## src/rtl/tiny_world_pkg.sv

```systemverilog
// Shared constants and types for the tiny_world display path: tile geometry,
// tile record layout and the fixed palette.
package tiny_world_pkg;

   localparam int unsigned TILE_SHIFT = 3;
   localparam int unsigned PF_TILES_X = 128;
   localparam int unsigned PF_TILES_Y = 64;
   localparam int unsigned ADDR_W     = 13;
   localparam int unsigned REC_W      = 30;
   localparam int unsigned REC_LO     = 14;

   typedef enum logic [2:0] {
      TILE_PERSON = 3'd0,
      TILE_FOOD   = 3'd1,
      TILE_WATER  = 3'd2
   } tile_type_e;

   // Upper 16 bits of a tile record; bits [13:0] carry nothing the display uses.
   typedef struct packed {
      logic       valid;
      logic [2:0] ttype;
      logic [11:0] rgb;
   } tile_rec_t;

   localparam logic [11:0] COL_BLANK = 12'h000;
   localparam logic [11:0] COL_BAR   = 12'h222;
   localparam logic [11:0] COL_GRID  = 12'h111;
   localparam logic [11:0] COL_GRASS = 12'h030;
   localparam logic [11:0] COL_FLOOD = 12'h04F;
   localparam logic [11:0] COL_FOOD  = 12'h0F0;
   localparam logic [11:0] COL_WATER = 12'h00F;

   // Side-band order: {hsync, vsync, blank, bar, x_zero, y_zero}.
   localparam logic [5:0] SIDE_RST = 6'b111000;

endpackage

```

## src/rtl/pipe_delay.sv

```systemverilog
// N-stage shift register with asynchronous clear to a per-instance value.
module pipe_delay #(
   parameter int unsigned W       = 1,
   parameter int unsigned N       = 1,
   parameter logic [W-1:0] RST_VAL = '0
) (
   input  logic         i_clk,
   input  logic         i_rst_n,
   input  logic [W-1:0] i_d,
   output logic [W-1:0] o_q
);

   logic [W-1:0] r_stage [N];

   always_ff @(posedge i_clk or negedge i_rst_n) begin
      if (!i_rst_n) begin
         for (int unsigned i = 0; i < N; i++) r_stage[i] <= RST_VAL;
      end else begin
         r_stage[0] <= i_d;
         for (int unsigned i = 1; i < N; i++) r_stage[i] <= r_stage[i-1];
      end
   end

   assign o_q = r_stage[N-1];

endmodule

```

## src/rtl/tile_renderer.sv

```systemverilog
// Tile-map pixel pipeline: address, BRAM read, colour; owns the frame-boundary
// double-buffer swap and delay-matches syncs/blank to the colour path.
module tile_renderer
   import tiny_world_pkg::*;
#(
   parameter int unsigned BRAM_LAT   = 2,
   parameter int unsigned PLAY_LINES = 512
) (
   input  logic        clk_in,
   input  logic        rst_in,
   input  logic [10:0] hcount_in,
   input  logic [9:0]  vcount_in,
   input  logic        hsync_in,
   input  logic        vsync_in,
   input  logic        blank_in,
   input  logic        swap_req_in,
   output logic        swap_ack_out,
   output logic        disp_buf_out,
   output logic        frame_start_out,
   output logic [12:0] addr_out,
   input  logic [29:0] data1_in,
   input  logic [29:0] data2_in,
   input  logic        flood_in,
   input  logic        grid_en_in,
   output logic [3:0]  vga_r,
   output logic [3:0]  vga_g,
   output logic [3:0]  vga_b,
   output logic        vga_hs,
   output logic        vga_vs
);

   logic        w_vb_start;
   logic        w_bar;
   logic [5:0]  w_side_d;
   logic [5:0]  w_side_q;
   logic [29:0] w_sel;
   tile_rec_t   w_rec;
   logic [11:0] w_rgb;
   logic        w_unused;

   logic [12:0] r_addr;
   logic        r_disp_buf;
   logic        r_ack;
   logic        r_fs;
   logic        r_flood;
   logic        r_grid;
   logic [11:0] r_rgb;
   logic        r_hs;
   logic        r_vs;

   assign w_vb_start = (vcount_in == 10'd768) && (hcount_in == 11'd0);
   assign w_bar      = vcount_in >= 10'(PLAY_LINES);
   assign w_side_d   = {hsync_in, vsync_in, blank_in, w_bar,
                        hcount_in[2:0] == 3'd0, vcount_in[2:0] == 3'd0};

   // Side-band reaches the colour stage aligned with BRAM data; the final
   // register below supplies the last of the L cycles.
   pipe_delay #(
      .W       (6),
      .N       (BRAM_LAT + 1),
      .RST_VAL (SIDE_RST)
   ) u_side_dly (
      .i_clk   (clk_in),
      .i_rst_n (rst_in),
      .i_d     (w_side_d),
      .o_q     (w_side_q)
   );

   assign w_sel    = r_disp_buf ? data2_in : data1_in;
   assign w_rec    = tile_rec_t'(w_sel[REC_W-1:REC_LO]);
   assign w_unused = &{1'b0, data1_in[REC_LO-1:0], data2_in[REC_LO-1:0]};

   always_comb begin
      w_rgb = COL_GRASS;
      if (w_side_q[3]) begin
         w_rgb = COL_BLANK;
      end else if (w_side_q[2]) begin
         w_rgb = COL_BAR;
      end else if (r_grid && (w_side_q[1] || w_side_q[0])) begin
         w_rgb = COL_GRID;
      end else if (!w_rec.valid) begin
         w_rgb = r_flood ? COL_FLOOD : COL_GRASS;
      end else begin
         case (w_rec.ttype)
            TILE_FOOD:  w_rgb = COL_FOOD;
            TILE_WATER: w_rgb = COL_WATER;
            default:    w_rgb = w_rec.rgb;
         endcase
      end
   end

   always_ff @(posedge clk_in or negedge rst_in) begin
      if (!rst_in) begin
         r_addr     <= '0;
         r_disp_buf <= 1'b0;
         r_ack      <= 1'b0;
         r_fs       <= 1'b0;
         r_flood    <= 1'b0;
         r_grid     <= 1'b0;
      end else begin
         r_addr <= {vcount_in[8:3], hcount_in[9:3]};
         r_fs   <= w_vb_start;
         r_ack  <= w_vb_start && swap_req_in;
         if (w_vb_start) begin
            r_flood <= flood_in;
            r_grid  <= grid_en_in;
            if (swap_req_in) r_disp_buf <= ~r_disp_buf;
         end
      end
   end

   always_ff @(posedge clk_in or negedge rst_in) begin
      if (!rst_in) begin
         r_rgb <= '0;
         r_hs  <= 1'b1;
         r_vs  <= 1'b1;
      end else begin
         r_rgb <= w_rgb;
         r_hs  <= w_side_q[5];
         r_vs  <= w_side_q[4];
      end
   end

   assign addr_out        = r_addr;
   assign disp_buf_out    = r_disp_buf;
   assign swap_ack_out    = r_ack;
   assign frame_start_out = r_fs;
   assign vga_r           = r_rgb[11:8];
   assign vga_g           = r_rgb[7:4];
   assign vga_b           = r_rgb[3:0];
   assign vga_hs          = r_hs;
   assign vga_vs          = r_vs;

endmodule

```

## config.mk

```make
export PLATFORM = sky130hd
export DESIGN_NAME = tile_renderer
export DESIGN_NICKNAME = d
export VERILOG_FILES = /design/src/rtl/tiny_world_pkg.sv /design/src/rtl/pipe_delay.sv /design/src/rtl/tile_renderer.sv
export SDC_FILE = /design/constraint.sdc
export NUM_CORES = 1
export LEC_CHECK = 0
export CAP_MARGIN = 20
export CORE_MARGIN = 3
export CORE_UTILIZATION = 32
export DETAILED_ROUTE_END_ITERATION = 7
export PLACE_DENSITY = 0.83
export SYNTH_ARGS = -nofsm -noshare
export SYNTH_HDL_FRONTEND = slang
export SYNTH_SLANG_ARGS = --single-unit
```

## constraint.sdc

```tcl
create_clock -name clk_in -period 1.5 [get_ports clk_in]
set_input_delay 0.3 -clock clk_in [delete_from_list [all_inputs] [get_ports clk_in]]
set_output_delay 0.3 -clock clk_in [all_outputs]
set_load 0.1 [all_outputs]
```

==> run summary, run 1 <==
total core area - 5270 sq um
DR pass1 iterations - 6
Sink Count - 50
final hold violation count - 0
Mapped Area - 1800 sq um
initial antenna violation count - 0
I/O pins - 119
Pwr Density - 862 nW/um^2
post-layout worst setup margin - -0.0130 ns
number of synthesized flops with an enable pin - 0
worst-path maximum fanout - 5
Worst Hold Class - input port to register
clk buf depth - 2
Synth Instances - 126
DIE WIDTH - 81.0 um
YS warnings - 0
failing checks - setup timing
Layout area overhead - 91.4%
row count - 26
Main synth FF type - dfrtp_1
global-route wire length before repair - 7.22 mm
Clock transition at path regs - 0.09 ns
post-synth cell types - 33
DRC viols - 0
Area after DPL - 3230 sq um
CP arrival - 1.73 ns
nets - 330
total number of vias - 1,442
PortBufs - 90
Tot GR Track Use - 0.149
Min Hold Slack - 0.101 ns
Placed Cells - 295
antenna-violating nets left - 0
H-tree depth - 2
CP startpoint kind - input port
Crit. Startpoint - data1_in[28]
syn nets - 215
largest net degree at the start of global routing - 27
worst ir drop on vdd - 0.000702 V
Static Leak - 1.49 nW
worst endpoint required time - 1.72 ns
DR WL/cell - 15.0 um
clock skew - 0.00759 ns
Crit Path Category - input port to register
FF-to-FF Start - disp_buf_out
Crit. End Element - register
initial drt markers - 81
most frequent cells in the layout - clkdlybuf4s50_1, dfrtp_1, buf_12, buf_4, dfstp_2
Skew-Pair Late Insertion Delay - 0.30 ns
RSZ-0062 raised after global routing - yes
area of the die - 6570 sq um
CTS Root Buffer Type - clkbuf_8
die height - 81.0 um
min Tclk post-route - 1.51 ns
Final period util - 1.01
Vias/cell - 4.62
Rel. slew slack - 0.770
Seq cells post-synth - 50
slew at the pin closest to its max-slew limit - 0.345 ns
Fmax achieved - 0.661 GHz
asr flop ratio synth - 1.00
Hold Crit Start - vcount_in[7]
status - finished, violations left
post-place setup slack - -0.685 ns
# fillers - 396
drt total wl - 4.68 mm
post-synthesis sequential area ratio - 0.702
fin. max-slew vios - 0
Initial Util - 0.342
Setup Viol. Count Final - 2
Max Cap Violations - 0
commonest non-fill, non-tap cell in the layout - clkdlybuf4s50_1
layout cells sized above 1 - 0.442
fin area - 3450 sq um
Syn Area/Cell - 14.3 sq um
RePlAce Congestion - 0.766
Ant. Diodes - 0
CTS Buf Count - 5
vias in the first global route - 1,621
dpl hpwl - 3.71 mm
Finished Layout Cells - 312
CTS tree - built
total grt overflow - 0
## what timing repair did
item | in CTS | in global routing
cloned | 0 | 0
endpoints found under the hold margin | 12 | 0
gates resized for setup | 23 | 11
setup endpoints to repair | 14 | 15
buffers inserted | 5 | 3
hold buffers | 1 | 0
pin swaps | 11 | 8
## final timing paths
| path | depth (start not counted) | slack (ns) | end |
|---|---|---|---|
| setup reg to reg | 4 | -0.01 | r_rgb[1] |
| hold reg to reg | 0 | 0.34 | u_side_dly.o_q[0] |
| max in group asynchronous | 3 | 0.53 | u_side_dly.r_stage[17] |
| setup / recovery | 5 | -0.01 | r_rgb[1] |
| min in group asynchronous | 2 | 0.43 | r_rgb[9] |
| hold / removal | 1 | 0.10 | addr_out[11] |
## kinds of logic after synthesis
| group | share of synthesized area |
|---|---|
| flip-flops | 0.702 |
| AND/OR/NAND/NOR | 0.110 |
| AO/OA/AOI/OAI | 0.0618 |
| multiplexers | 0.0979 |
| buffers and inverters | 0.0139 |
| XOR/XNOR | 0.0146 |
## sequential cells by signal, summed over array words and instances (netlist names)
register	count
addr_out	13
disp_buf_out	1
frame_start_out	1
r_flood	1
r_grid	1
r_rgb	12
swap_ack_out	1
u_side_dly.o_q	6
u_side_dly.r_stage	12
vga_hs	1
vga_vs	1
## cell usage after synthesis (all sizes together), types with 2 or more instances
library cell,number,area share
nand2,10,0.021
inv,3,0.0062
dfrtp,39,0.54
nor4,2,0.015
a21oi,6,0.017
nor2,4,0.0083
a221oi,2,0.0097
nor2b,3,0.010
o21ai,2,0.0056
nor3,4,0.011
a31oi,2,0.0069
buf,2,0.0056
mux2i,3,0.017
mux2,13,0.081
nand3,3,0.0083
dfstp,11,0.16
xor2,3,0.015
## cell type report
class                      instances  area [sq um]  share of cell area
sequential                        50          1270               0.368
inverter                           3          11.3             0.00327
tap                               70          87.6              0.0254
clock inverter                     2          12.5             0.00363
timing repair buffer             111          1360               0.394
multi-input combinational         70           626               0.181
clock buffer                       6          82.6              0.0239
## per-stage QoR
stage / setup TNS, ns / util / total power, mW
after floorplan: -2.16 / - / 1.79
after global routing: -0.481 / 0.654 / 3.10
after global placement: -4.52 / 0.612 / 2.18
final: -0.0203 / 0.654 / 2.97
after detailed placement: -5.19 / 0.612 / 2.20
after CTS: -0.254 / 0.646 / 2.99
## critical path, cell delays in order
cell and delay, ns:
clkdlybuf4s50_1 0.51, nor4b_4 0.36, a31oi_4 0.08, mux2_4 0.31, o211ai_1 0.17
## report_power, final
part	leakage (nW)	switching [mW]	total, mW	internal (mW)
registers	0.610	0.0368	1.45	1.42
logic	0.832	0.400	0.730	0.330
clock network	0.0472	0.418	0.789	0.371
total	1.49	0.855	2.97	2.12
## metal layers
layer | GRT usage | vias to the layer above | routed length [um]
met4 | 0.0574 | 0 | 80
met2 | 0.279 | 74 | 2580
met3 | 0.0687 | 10 | 468
li1 | - | 668 | -
met1 | 0.139 | 690 | 1560
met5 | 0 | - | 0
Note: power is estimated with default switching activity, not from simulation.
==> inputs of run 2 (changes only) <==
- GPL_ROUTABILITY_DRIVEN: default -> 1
==> results of run 2 <==
No change in the layout: final DEF, timing and power equal those of run 1.
==> inputs of run 3 (changes only) <==
- CELL_PAD_IN_SITES_DETAIL_PLACEMENT: default -> 0
- CELL_PAD_IN_SITES_GLOBAL_PLACEMENT: default -> 1
- CORE_UTILIZATION: 32 -> 24
==> run 3 against run 2 <==
The run still ends with setup timing left. Critical path depth down 1. Clock skew up 0.0025 ns. Hold slack worse by 0.0072 ns. Non-clock buffer count down 10. Sequential share of layout area down 0.24 points.
==> run summary, run 3 (synthesis results as in run 1) <==
Static Leak - 1.47 nW (was 1.49 nW)
Initial Util - 0.257 (was 0.342)
Sequential Power Share - 0.443 (was 0.489)
most frequent cells in the layout - clkdlybuf4s50_1, dfrtp_1, buf_12, dfstp_2, mux2_2 (was clkdlybuf4s50_1, dfrtp_1, buf_12, buf_4, dfstp_2)
layout cells sized above 1 - 0.431 (was 0.442)
clock skew - 0.0101 ns (was 0.00759 ns)
Clock transition at path regs - 0.09 ns (about the same)
DRC viols - 0 (unchanged)
Fmax achieved - 0.641 GHz (was 0.661 GHz)
TNS Setup - -0.229 ns (was -0.0203 ns)
CP startpoint kind - register (was input port)
Area after DPL - 3240 sq um (was 3230 sq um)
Tot GR Track Use - 0.111 (was 0.149)
Finished Layout Cells - 328 (was 312)
Setup Viol. Count Final - 8 (was 2)
DR WL/cell - 14.1 um (was 15.0 um)
initial drt markers - 23 (was 81)
worst-path maximum fanout - 6 (was 5)
DR pass1 iterations - 4 (was 6)
slew at the pin closest to its max-slew limit - 0.346 ns (was 0.345 ns)
Crit. End Element - register (unchanged)
commonest non-fill, non-tap cell in the layout - clkdlybuf4s50_1 (unchanged)
total grt overflow - 0 (unchanged)
RSZ-0062 raised after global routing - yes (unchanged)
vias in the first global route - 1,476 (was 1,621)
combinational power share - 0.222 (was 0.246)
fin util - 0.494 (was 0.654)
global-route wire length before repair - 7.31 mm (was 7.22 mm)
Switching Share - 0.264 (was 0.288)
final hold violation count - 0 (unchanged)
Crit Path Category - register to register (was input port to register)
dpl hpwl - 3.66 mm (was 3.71 mm)
drt total wl - 4.63 mm (was 4.68 mm)
Sink Count - 50 (unchanged)
Min Hold Slack - 0.0939 ns (was 0.101 ns)
status - finished, violations left (unchanged)
failing checks - setup timing (unchanged)
antenna-violating nets left - 0 (unchanged)
die height - 92.6 um (was 81.0 um)
Internal Power - 2.41 mW (was 2.12 mW)
worst endpoint required time - 1.68 ns (was 1.72 ns)
CTS Root Buffer Type - clkbuf_8 (unchanged)
area occupied by multi-input gates - 638 sq um (was 626 sq um)
fin area - 3470 sq um (was 3450 sq um)
H-tree depth - 2 (unchanged)
clock power share - 0.335 (was 0.265)
total number of vias - 1,374 (was 1,442)
Ant. Diodes - 0 (unchanged)
DIE WIDTH - 92.6 um (was 81.0 um)
total core area - 7020 sq um (was 5270 sq um)
Placed Cells - 318 (was 295)
CP arrival - 1.74 ns (was 1.73 ns)
largest net degree at the start of global routing - 51 (was 27)
PortBufs - 90 (unchanged)
Largest register FFs - 13 (unchanged)
Rel. slew slack - 0.769 (was 0.770)
Max Cap Violations - 0 (unchanged)
I/O pins - 119 (unchanged)
CTS Buf Count - 5 (unchanged)
register area - 1270 sq um (unchanged)
Vias/cell - 4.19 (was 4.62)
post-place setup slack - -0.670 ns (was -0.685 ns)
nets - 320 (was 330)
Layout area overhead - 92.6% (was 91.4%)
worst ir drop on vdd - 0.000576 V (was 0.000702 V)
Final period util - 1.04 (was 1.01)
Skew-Pair Late Insertion Delay - 0.30 ns (about the same)
Pwr Density - 945 nW/um^2 (was 862 nW/um^2)
post-layout worst setup margin - -0.0612 ns (was -0.0130 ns)
Switch Pwr - 865 uW (was 855 uW)
Worst Hold Class - input port to register (unchanged)
min Tclk post-route - 1.56 ns (was 1.51 ns)
# fillers - 595 (was 396)
initial antenna violation count - 0 (unchanged)
RePlAce Congestion - 0.662 (was 0.766)
clk buf depth - 2 (unchanged)
fin. max-slew vios - 0 (unchanged)
total power - 3.28 mW (was 2.97 mW)
area of the die - 8580 sq um (was 6570 sq um)
CTS tree - built (unchanged)
row count - 30 (was 26)
==> run 3: cell types whose count changed in the layout (fill, tap and decap cells not counted), moves of 2 or more <==
cell       before  now
nand2_1         9    7
nand2_2         1    3
buf_4          18    8
bufinv_16       0    2
==> run 3: worst max-delay path, cell delays in order (launching register included) <==
cell and delay, ns:
dfrtp_4 0.54, and2b_2 0.28, a221o_1 0.42, a21oi_1 0.15, a211oi_1 0.06
==> run 3: final timing paths <==
path                       depth (start not counted)                     to                   start  slack, ns
min in group asynchronous                          3  u_side_dly.r_stage[6]                  rst_in       0.53
min                                                1           addr_out[11]            vcount_in[7]       0.09
min reg2reg                                        0  u_side_dly.r_stage[6]  u_side_dly.r_stage[12]       0.36
max reg2reg                                        4               r_rgb[6]            disp_buf_out      -0.06
max                                                4               r_rgb[6]            disp_buf_out      -0.06
max in group asynchronous                          3      u_side_dly.o_q[3]                  rst_in       0.70
==> run 3: area by class of cell <==
class	count	area share
Timing Repair Buffer	101	0.373
Tap cell	96	0.0346
Multi-Input combinational cell	70	0.184
Clock buffer	5	0.0198
Inverter	3	0.00324
Sequential cell	50	0.366
Clock inverter	3	0.0198
==> run 3: per-layer routing <==
metal  vias to the layer above  global-route usage  share of wire
li1                        654                   -              -
met1                       643               0.122           0.38
met2                        70               0.189           0.50
met3                         7              0.0520           0.11
met4                         0              0.0366          0.011
met5                         -                   0              0
==> run 3: timing repair <==
action                     CTS  global route
pin swaps                    8            18
gates resized for setup     23            14
hold buffers                 1             0
buffers inserted             1             0
hold endpoints to repair    39             0
setup endpoints to repair   14            15
==> run 3: power by group through the flow <==
stage,clock [mW],sequential (mW),combinational [mW]
after floorplan,0,1.72,0.0711
after global placement,0,1.48,0.708
after detailed placement,0,1.48,0.713
after CTS,1.13,1.45,0.725
after global routing,1.18,1.46,0.761
final,1.10,1.45,0.727
